==> config.mk <==
export PLATFORM = sky130hd
export DESIGN_NAME = pipeline_stall_controller
export DESIGN_NICKNAME = d
export VERILOG_FILES = /design/src/rtl/pipeline_stall_controller.sv
export SDC_FILE = /design/constraint.sdc
export NUM_CORES = 1
export LEC_CHECK = 0
export ABC_AREA = 1
export CORE_UTILIZATION = 47
export CTS_BUF_LIST = sky130_fd_sc_hd__clkbuf_4 sky130_fd_sc_hd__clkbuf_8 sky130_fd_sc_hd__clkbuf_16
export DETAILED_ROUTE_END_ITERATION = 10
export GPL_TIMING_DRIVEN = 0
export PLACE_DENSITY_LB_ADDON = 0.2
export SLEW_MARGIN = 20
export SYNTH_ARGS = -nofsm -noshare
export SYNTH_HDL_FRONTEND = slang
export SYNTH_SLANG_ARGS = --single-unit
==> constraint.sdc <==
create_clock -name clk -period 1.45 [get_ports clk]
set_input_delay 0.29 -clock clk [delete_from_list [all_inputs] [get_ports clk]]
set_output_delay 0.29 -clock clk [all_outputs]
set_load 0.02 [all_outputs]
==> src/rtl/pipeline_stall_controller.sv <==
// -----------------------------------------------------------------------------
// pipeline_stall_controller
//
// Central sequencing block for the 5-stage pipeline. Produces the per-stage
// write-enable / flush controls for PC, IF/ID, ID/EXE, EXE/MEM and MEM/WB.
// It resolves load-use hazards that forwarding cannot cover, squashes the
// fetched slot on taken branches/jumps, freezes the pipe while the data
// memory is busy (with a timeout into ERROR), handles a sticky halt request,
// and keeps saturating stall/flush performance counters.
//
// Ports:
//   clk, reset_n            clock (rising edge), async active-low reset
//   IFID_rs/rt/UsesRt       source operands of the instruction in ID
//   IDEXE_rd/MemRead        destination / load flag of the instruction in EXE
//   BranchTaken/JumpSignal  control-flow redirect resolved in ID
//   EXEMEM_MemRead/Write    data-memory access in MEM
//   MemReady                data memory completes the access this cycle
//   HaltReq                 single-cycle halt request pulse
//   PCWrite .. MEMWB_Flush  pipeline register controls (combinational)
//   Halted, MemError        terminal-state indicators (registered)
//   StallCycles, FlushCount saturating performance counters (registered)
// -----------------------------------------------------------------------------
module pipeline_stall_controller #(
    parameter int unsigned MEM_TIMEOUT = 16,
    parameter int unsigned CNT_W       = 16
) (
    input  logic             clk,
    input  logic             reset_n,
    input  logic [4:0]       IFID_rs,
    input  logic [4:0]       IFID_rt,
    input  logic             IFID_UsesRt,
    input  logic [4:0]       IDEXE_rd,
    input  logic             IDEXE_MemRead,
    input  logic             BranchTaken,
    input  logic             JumpSignal,
    input  logic             EXEMEM_MemRead,
    input  logic             EXEMEM_MemWrite,
    input  logic             MemReady,
    input  logic             HaltReq,
    output logic             PCWrite,
    output logic             IFID_Write,
    output logic             IFID_Flush,
    output logic             IDEXE_Write,
    output logic             IDEXE_Flush,
    output logic             EXEMEM_Write,
    output logic             MEMWB_Flush,
    output logic             Halted,
    output logic             MemError,
    output logic [CNT_W-1:0] StallCycles,
    output logic [CNT_W-1:0] FlushCount
);

    typedef enum logic [1:0] {
        ST_RUN      = 2'd0,
        ST_MEM_WAIT = 2'd1,
        ST_HALTED   = 2'd2,
        ST_ERROR    = 2'd3
    } state_t;

    // Wait counter wide enough for the largest legal timeout (65535).
    localparam int unsigned       WAIT_W    = 16;
    localparam logic [WAIT_W-1:0] WAIT_LAST = WAIT_W'(MEM_TIMEOUT - 1);

    // Saturating increment: holds at all-ones instead of wrapping.
    function automatic logic [CNT_W-1:0] sat_inc(input logic [CNT_W-1:0] val,
                                                  input logic             en);
        logic [CNT_W-1:0] res;
        if (en && (val != {CNT_W{1'b1}})) begin
            res = val + CNT_W'(1'b1);
        end else begin
            res = val;
        end
        return res;
    endfunction

    state_t            state_q,      state_d;
    logic [WAIT_W-1:0] wait_cnt_q,   wait_cnt_d;
    logic              halt_pend_q,  halt_pend_d;
    logic [CNT_W-1:0]  stall_cnt_q,  stall_cnt_d;
    logic [CNT_W-1:0]  flush_cnt_q,  flush_cnt_d;

    logic mem_busy_s;
    logic load_use_s;
    logic redirect_s;
    logic pc_write_s;
    logic ifid_write_s;
    logic ifid_flush_s;
    logic idexe_write_s;
    logic idexe_flush_s;
    logic exemem_write_s;
    logic memwb_flush_s;

    // Hazard terms; register 0 is never a real producer, so it cannot stall.
    assign mem_busy_s = (EXEMEM_MemRead | EXEMEM_MemWrite) & ~MemReady;
    assign load_use_s = IDEXE_MemRead & (IDEXE_rd != 5'd0) &
                        ((IFID_rs == IDEXE_rd) |
                         (IFID_UsesRt & (IFID_rt == IDEXE_rd)));
    assign redirect_s = BranchTaken | JumpSignal;

    // Next-state, stage controls, wait/halt bookkeeping and counter updates.
    always_comb begin
        state_d        = state_q;
        wait_cnt_d     = wait_cnt_q;
        halt_pend_d    = halt_pend_q;
        pc_write_s     = 1'b0;
        ifid_write_s   = 1'b0;
        ifid_flush_s   = 1'b0;
        idexe_write_s  = 1'b0;
        idexe_flush_s  = 1'b0;
        exemem_write_s = 1'b0;
        memwb_flush_s  = 1'b0;

        case (state_q)
            ST_RUN, ST_MEM_WAIT: begin
                halt_pend_d = halt_pend_q | HaltReq;
                if (mem_busy_s) begin
                    // Freeze everything upstream of MEM; bubble into WB.
                    memwb_flush_s = 1'b1;
                    wait_cnt_d    = wait_cnt_q + WAIT_W'(1'b1);
                    if (wait_cnt_q == WAIT_LAST) begin
                        state_d = ST_ERROR;
                    end else begin
                        state_d = ST_MEM_WAIT;
                    end
                end else begin
                    wait_cnt_d = {WAIT_W{1'b0}};
                    if (load_use_s) begin
                        // Hold PC and IF/ID, inject a bubble into EXE. Any
                        // redirect is re-evaluated once the load has moved on.
                        idexe_write_s  = 1'b1;
                        idexe_flush_s  = 1'b1;
                        exemem_write_s = 1'b1;
                    end else if (redirect_s) begin
                        pc_write_s     = 1'b1;
                        ifid_write_s   = 1'b1;
                        ifid_flush_s   = 1'b1;
                        idexe_write_s  = 1'b1;
                        exemem_write_s = 1'b1;
                    end else begin
                        pc_write_s     = 1'b1;
                        ifid_write_s   = 1'b1;
                        idexe_write_s  = 1'b1;
                        exemem_write_s = 1'b1;
                    end
                    // The current cycle still executes; the halt lands next.
                    if (halt_pend_q) begin
                        state_d     = ST_HALTED;
                        halt_pend_d = 1'b0;
                    end else begin
                        state_d = ST_RUN;
                    end
                end
            end
            ST_HALTED, ST_ERROR: begin
                state_d = state_q;
            end
            default: begin
                state_d = ST_ERROR;
            end
        endcase

        if ((state_q == ST_RUN) || (state_q == ST_MEM_WAIT)) begin
            stall_cnt_d = sat_inc(stall_cnt_q, ~pc_write_s);
        end else begin
            stall_cnt_d = stall_cnt_q;
        end
        flush_cnt_d = sat_inc(flush_cnt_q, ifid_flush_s);
    end

    // State, wait counter, pending halt and performance counter registers.
    always_ff @(posedge clk or negedge reset_n) begin
        if (!reset_n) begin
            state_q     <= ST_RUN;
            wait_cnt_q  <= {WAIT_W{1'b0}};
            halt_pend_q <= 1'b0;
            stall_cnt_q <= {CNT_W{1'b0}};
            flush_cnt_q <= {CNT_W{1'b0}};
        end else begin
            state_q     <= state_d;
            wait_cnt_q  <= wait_cnt_d;
            halt_pend_q <= halt_pend_d;
            stall_cnt_q <= stall_cnt_d;
            flush_cnt_q <= flush_cnt_d;
        end
    end

    // Controls are zero-latency; gating with reset_n keeps every enable and
    // flush low for the whole time reset is held, not just after a clock.
    assign PCWrite      = pc_write_s     & reset_n;
    assign IFID_Write   = ifid_write_s   & reset_n;
    assign IFID_Flush   = ifid_flush_s   & reset_n;
    assign IDEXE_Write  = idexe_write_s  & reset_n;
    assign IDEXE_Flush  = idexe_flush_s  & reset_n;
    assign EXEMEM_Write = exemem_write_s & reset_n;
    assign MEMWB_Flush  = memwb_flush_s  & reset_n;

    assign Halted      = (state_q == ST_HALTED);
    assign MemError    = (state_q == ST_ERROR);
    assign StallCycles = stall_cnt_q;
    assign FlushCount  = flush_cnt_q;

endmodule
# Word level (Yosys, flattened, before mapping)
# Cells that the tools add are included.
# classes
eq_ne,8
n_addsub,3
n_mux,21
n_reduce_logical,8
bitwise,15
# ops
op,n
"16-bit by 1-bit adder with 16-bit output, second input constant",3
"16-bit inequality test, second input constant",2
"16-bit by 4-bit equality test with 1-bit output, second input constant",1
1-bit 2-to-1 mux,16
16-bit 2-to-1 mux,1
5-bit equality test,2
1-bit bitwise AND,9
2-bit 2-to-1 mux,4
5-bit nonzero test,1
"2-bit equality test, second input constant",2
1-bit OR,4
2-bit OR reduction,2
"2-bit by 1-bit equality test with 1-bit output, second input constant",1
1-bit logical AND,2
2-bit logical NOT,1
1-bit NOT,2
2-bit AND reduction,1
1-bit logical OR,1
# totals
reg_bits,51

# Logic depth before layout (Yosys ltp)
# depth
depth_word,10
mapped_depth,12
ltp_nobuf,11

# Worst setup path after synthesis
# No wires, ideal clock.
# synth_timing
kind,input to output
from,input port IDEXE_rd[1]
to,output port PCWrite
required_ns,1.160
path_buffers,2
t_arrival_ns,1.590
path_slack_ns,-0.430
path_stages,9
path_cell_list,inv_1 > nand4_1 > o21ai_0 > inv_1 > nand2_2 > nand2_2 > buf_4 > nor2_1 > buf_4
# synth_via
elab_chain_len,8
word_cells_on_any_way,11
cone_classes,eq/ne (2); mux (3); bitwise (5); reduce/logical (1)
# synth_lines
item,line,source
start: declaration,32,"input logic [4:0] IDEXE_rd,"
5-bit equality test,97,(IFID_UsesRt & (IFID_rt == IDEXE_rd)));
1-bit bitwise AND,97,
1-bit OR,96,((IFID_rs == IDEXE_rd) |
1-bit bitwise AND (*),95,assign load_use_s = IDEXE_MemRead & (IDEXE_rd != 5'd0) &
1-bit 2-to-1 mux (*) (3 in series),n/a,
1-bit bitwise AND (*),n/a,
end: declaration,40,"output logic PCWrite,"
# Mark *: on every way between the ends. The rest lies on a longest branch, timed or not.

# Worst setup path in the final report
# layout_timing
from,register state_q[1]
to,output port IFID_Flush
# layout_via
elab_chain_len,4
word_cells_on_any_way,5
cone_classes,eq/ne (1); mux (1); bitwise (1); reduce/logical (2)
# layout_lines
item,line,source
start: declaration,76,"state_t state_q, state_d;"
start signal: assignment,179,state_q <= state_d;
2-bit by 1-bit equality test with 1-bit output / 2-bit logical NOT (equally long branches),113,case (state_q)
2-bit OR reduction (*),113,
1-bit 2-to-1 mux (*),113,
1-bit bitwise AND (*),191,assign IFID_Flush = ifid_flush_s & reset_n;
end: declaration,42,"output logic IFID_Flush,"
# Marked as above.

==> reports/qor.yml <==
setup_path:
  crit_chain: "nor2_4 > buf_6 > nand2_4 > buf_8 > nor3_4 > buf_6"
  cp_max_fo: 3
  crit_type: "flop to primary output"
  cp_slowest_cell: "dfrtp_2"
  crit_path_start_kind: "flop"
  critPathCaptureType: "primary output"
  cpMostUsedCell: "buf_6"
  cpPeakStageDelay_ns: 0.45
  arrival_ns: 1.55
  cp.required_ns: 1.16
job:
  maxCapViolCount: 0
status:
  status: "finished with violations"
  violations: "negative hold slack, negative setup slack"
power:
  p_per_area_nw_per_um2: 531.0
  power_mw: 2.733
  power.leakage_nw: 2.487
  ir_drop_uv: 461.0
clock_network:
  clock-root-buffer: "clkbuf_8"
  clock_latency_ns: 0.32
  cts_buffers: 5
  cts.clk_slew.worst_paths_ns: 0.10
  cts_tree: "done"
  clock_path_buffers: 2
  cts_sinks: 51
  cts_htree_levels: 2
floorplanning:
  die_w_um: 84.64
  fp.coreArea_um2: 6459
  rows: 29
  io-pin-count: 66
  start_util: 0.4969
  dieArea_um2: 7163
  die_h_um: 84.64
logic_synthesis:
  ys_types: 32
  synth_area_um2: 3209
  yosysSeqAreaShare: 0.3977
  synth_seq_cells: 51
  synth_nets: 462
  async_reset_ff_frac: 1.000
  syn_avg_cell_area_um2: 7.395
  synthFlopType: "dfrtp_1"
  synthTopCellsByArea: "dfrtp_1 (40%), nand2_1 (16%), nand4_1 (5.3%)"
  yosys.area.top_type_share: 0.3977
  netlist_instances: 434
  synth-edff-count: 0
  yosysWarnings: 0
  synth_top_cell_by_area: "dfrtp_1"
timing:
  setup_ws_ns: -0.3925
  rsz0062_at_grt: "true"
  fin_crit_ns: 1.843
  fmax_ghz: 0.5427
  slew_violations: 0
  period_share: 1.271
  tightest_slew_ns: 0.4914
  whs_ns: -0.1379
  final.setup_skew_ns: 0.009529
  slew_headroom: 0.6724
  hold_viol_final: 51
  finalSetupViolations: 53
place:
  portBuffers: 65
  postPlaceCellArea_um2: 4126
  place_congestion: 0.8686
  place_hpwl_um: 5679
worst_hold_path:
  hold_class: "primary input to asynchronous set/reset pin"
final_layout:
  final_cell_mix: "nand2_1 (91), buf_4 (51), buf_6 (38)"
  areaGrowthSynthToFinish_pct: 60.35
  final_cell_area_um2: 5146
  fillers: 418
  final_common_cell: "nand2_1"
  regArea_um2: 1301
  nets: 606
  drive_above_1_share: 0.4439
  multiInputGateArea_um2: 2116
  antenna_cells: 0
routing:
  firstDrtPassIters: 7
  vias: 3822
  drt_iter0_drc: 249
  ant_nets: 0
  drc_errors: 0
  drt-vias-per-instance: 5.826
  wl_per_cell_um: 17.72
  drt-total-wl_um: 11620
global_routing:
  grt_max_degree: 53
  grt_pass1_wl_um: 16410
  grt_usage: 0.2896
  grt-ovfl-total: 0
  grt_pass1_vias: 3465
  antenna_found_initial: 0
==> worst max-delay path, delay by kind of cell, from the launching register on <==
family        cells  cell delay, ns
buf+inv           3            0.40
flops             1            0.45
simple gates      3            0.38
==> worst paths after layout <==
kind	start	end	slack, ns	cells after the start
max	state_q[1]$_DFFE_PN0N_	IFID_Flush	-0.39	6
min	reset_n	wait_cnt_q[9]$_DFFE_PN0N_	-0.14	1
max reg2reg	state_q[1]$_DFFE_PN0N_	wait_cnt_q[11]$_DFFE_PN0N_	-0.28	9
min reg2reg	StallCycles[4]$_DFFE_PN0P_	StallCycles[4]$_DFFE_PN0P_	0.56	2
max in group asynchronous	reset_n	FlushCount[10]$_DFFE_PN0P_	1.24	1
min in group clk	StallCycles[4]$_DFFE_PN0P_	StallCycles[4]$_DFFE_PN0P_	0.56	2
==> layer usage <==
layer | track usage | vias to the layer above | wire (µm)
met5 | 0 | - | 0
met3 | 0.04326 | 76 | 789
met1 | 0.3556 | 1816 | 4332
met2 | 0.5063 | 226 | 5842
li1 | - | 1704 | -
met4 | 0.1263 | 0 | 660
==> cell families after synthesis <==
| family | share of synthesized area |
|---|---|
| adder cells (fa/ha/maj) | 0.01170 |
| flip-flops | 0.3977 |
| AO/OA/AOI/OAI | 0.05029 |
| XOR/XNOR | 0.07641 |
| buffers and inverters | 0.08109 |
| AND/OR/NAND/NOR | 0.3828 |
==> cell usage after synthesis (2+ instances only) <==
cell,instances
a21oi_1,11
a31oi_1,2
buf_2,4
buf_4,5
clkinv_1,2
dfrtp_1,51
ha_1,3
inv_1,41
inv_2,3
nand2_1,133
nand2_2,4
nand3_1,31
nand3_2,3
nand3b_1,2
nand4_1,27
nor2_1,38
nor2_2,2
nor2_4,3
nor3_1,15
nor3_2,2
nor4_1,3
o21ai_0,9
o21ai_1,5
xnor2_1,17
xor2_1,11
==> registers in the layout, indices dropped and copies added (netlist names) <==
signal,cells
state_q,2
wait_cnt_q,16
halt_pend_q,1
StallCycles,16
FlushCount,16
==> metrics by stage <==
stage	TNS [ns]	cells	setup slack, ns	utilization
floorplan	-2.934	434	-0.1204	-
global placement	-121.68	576	-3.193	0.6393
detailed placement	-29.81	576	-1.380	0.6389
CTS	-7.948	639	-0.3867	0.7528
global route	-11.86	656	-0.4155	0.7968
finish	-8.409	656	-0.3925	0.7968
==> cell type report <==
class                      count  share of cell area
tap                           77             0.01872
buffer                        11             0.02553
inverter                      46             0.03890
multi-input combinational    325              0.4111
sequential                    51              0.2529
timing repair buffer         138              0.2307
clock buffer                   6             0.01483
clock inverter                 2            0.007294
==> what timing repair did <==
item,4_1_cts,5_1_grt
pin swaps,47,48
hold endpoints to repair,51,51
gates cloned,5,1
buffers inserted,50,25
setup endpoints to repair,81,66
resized for setup,202,112
==> power by group <==
| part | total [mW] | internal [mW] | switching, mW |
|---|---|---|---|
| Sequential | 1.44 | 1.43 | 0.00944 |
| Combinational | 0.228 | 0.0912 | 0.137 |
| Clock | 1.07 | 0.535 | 0.531 |
| Total | 2.73 | 2.06 | 0.677 |
(Power assumes the default switching activity.)
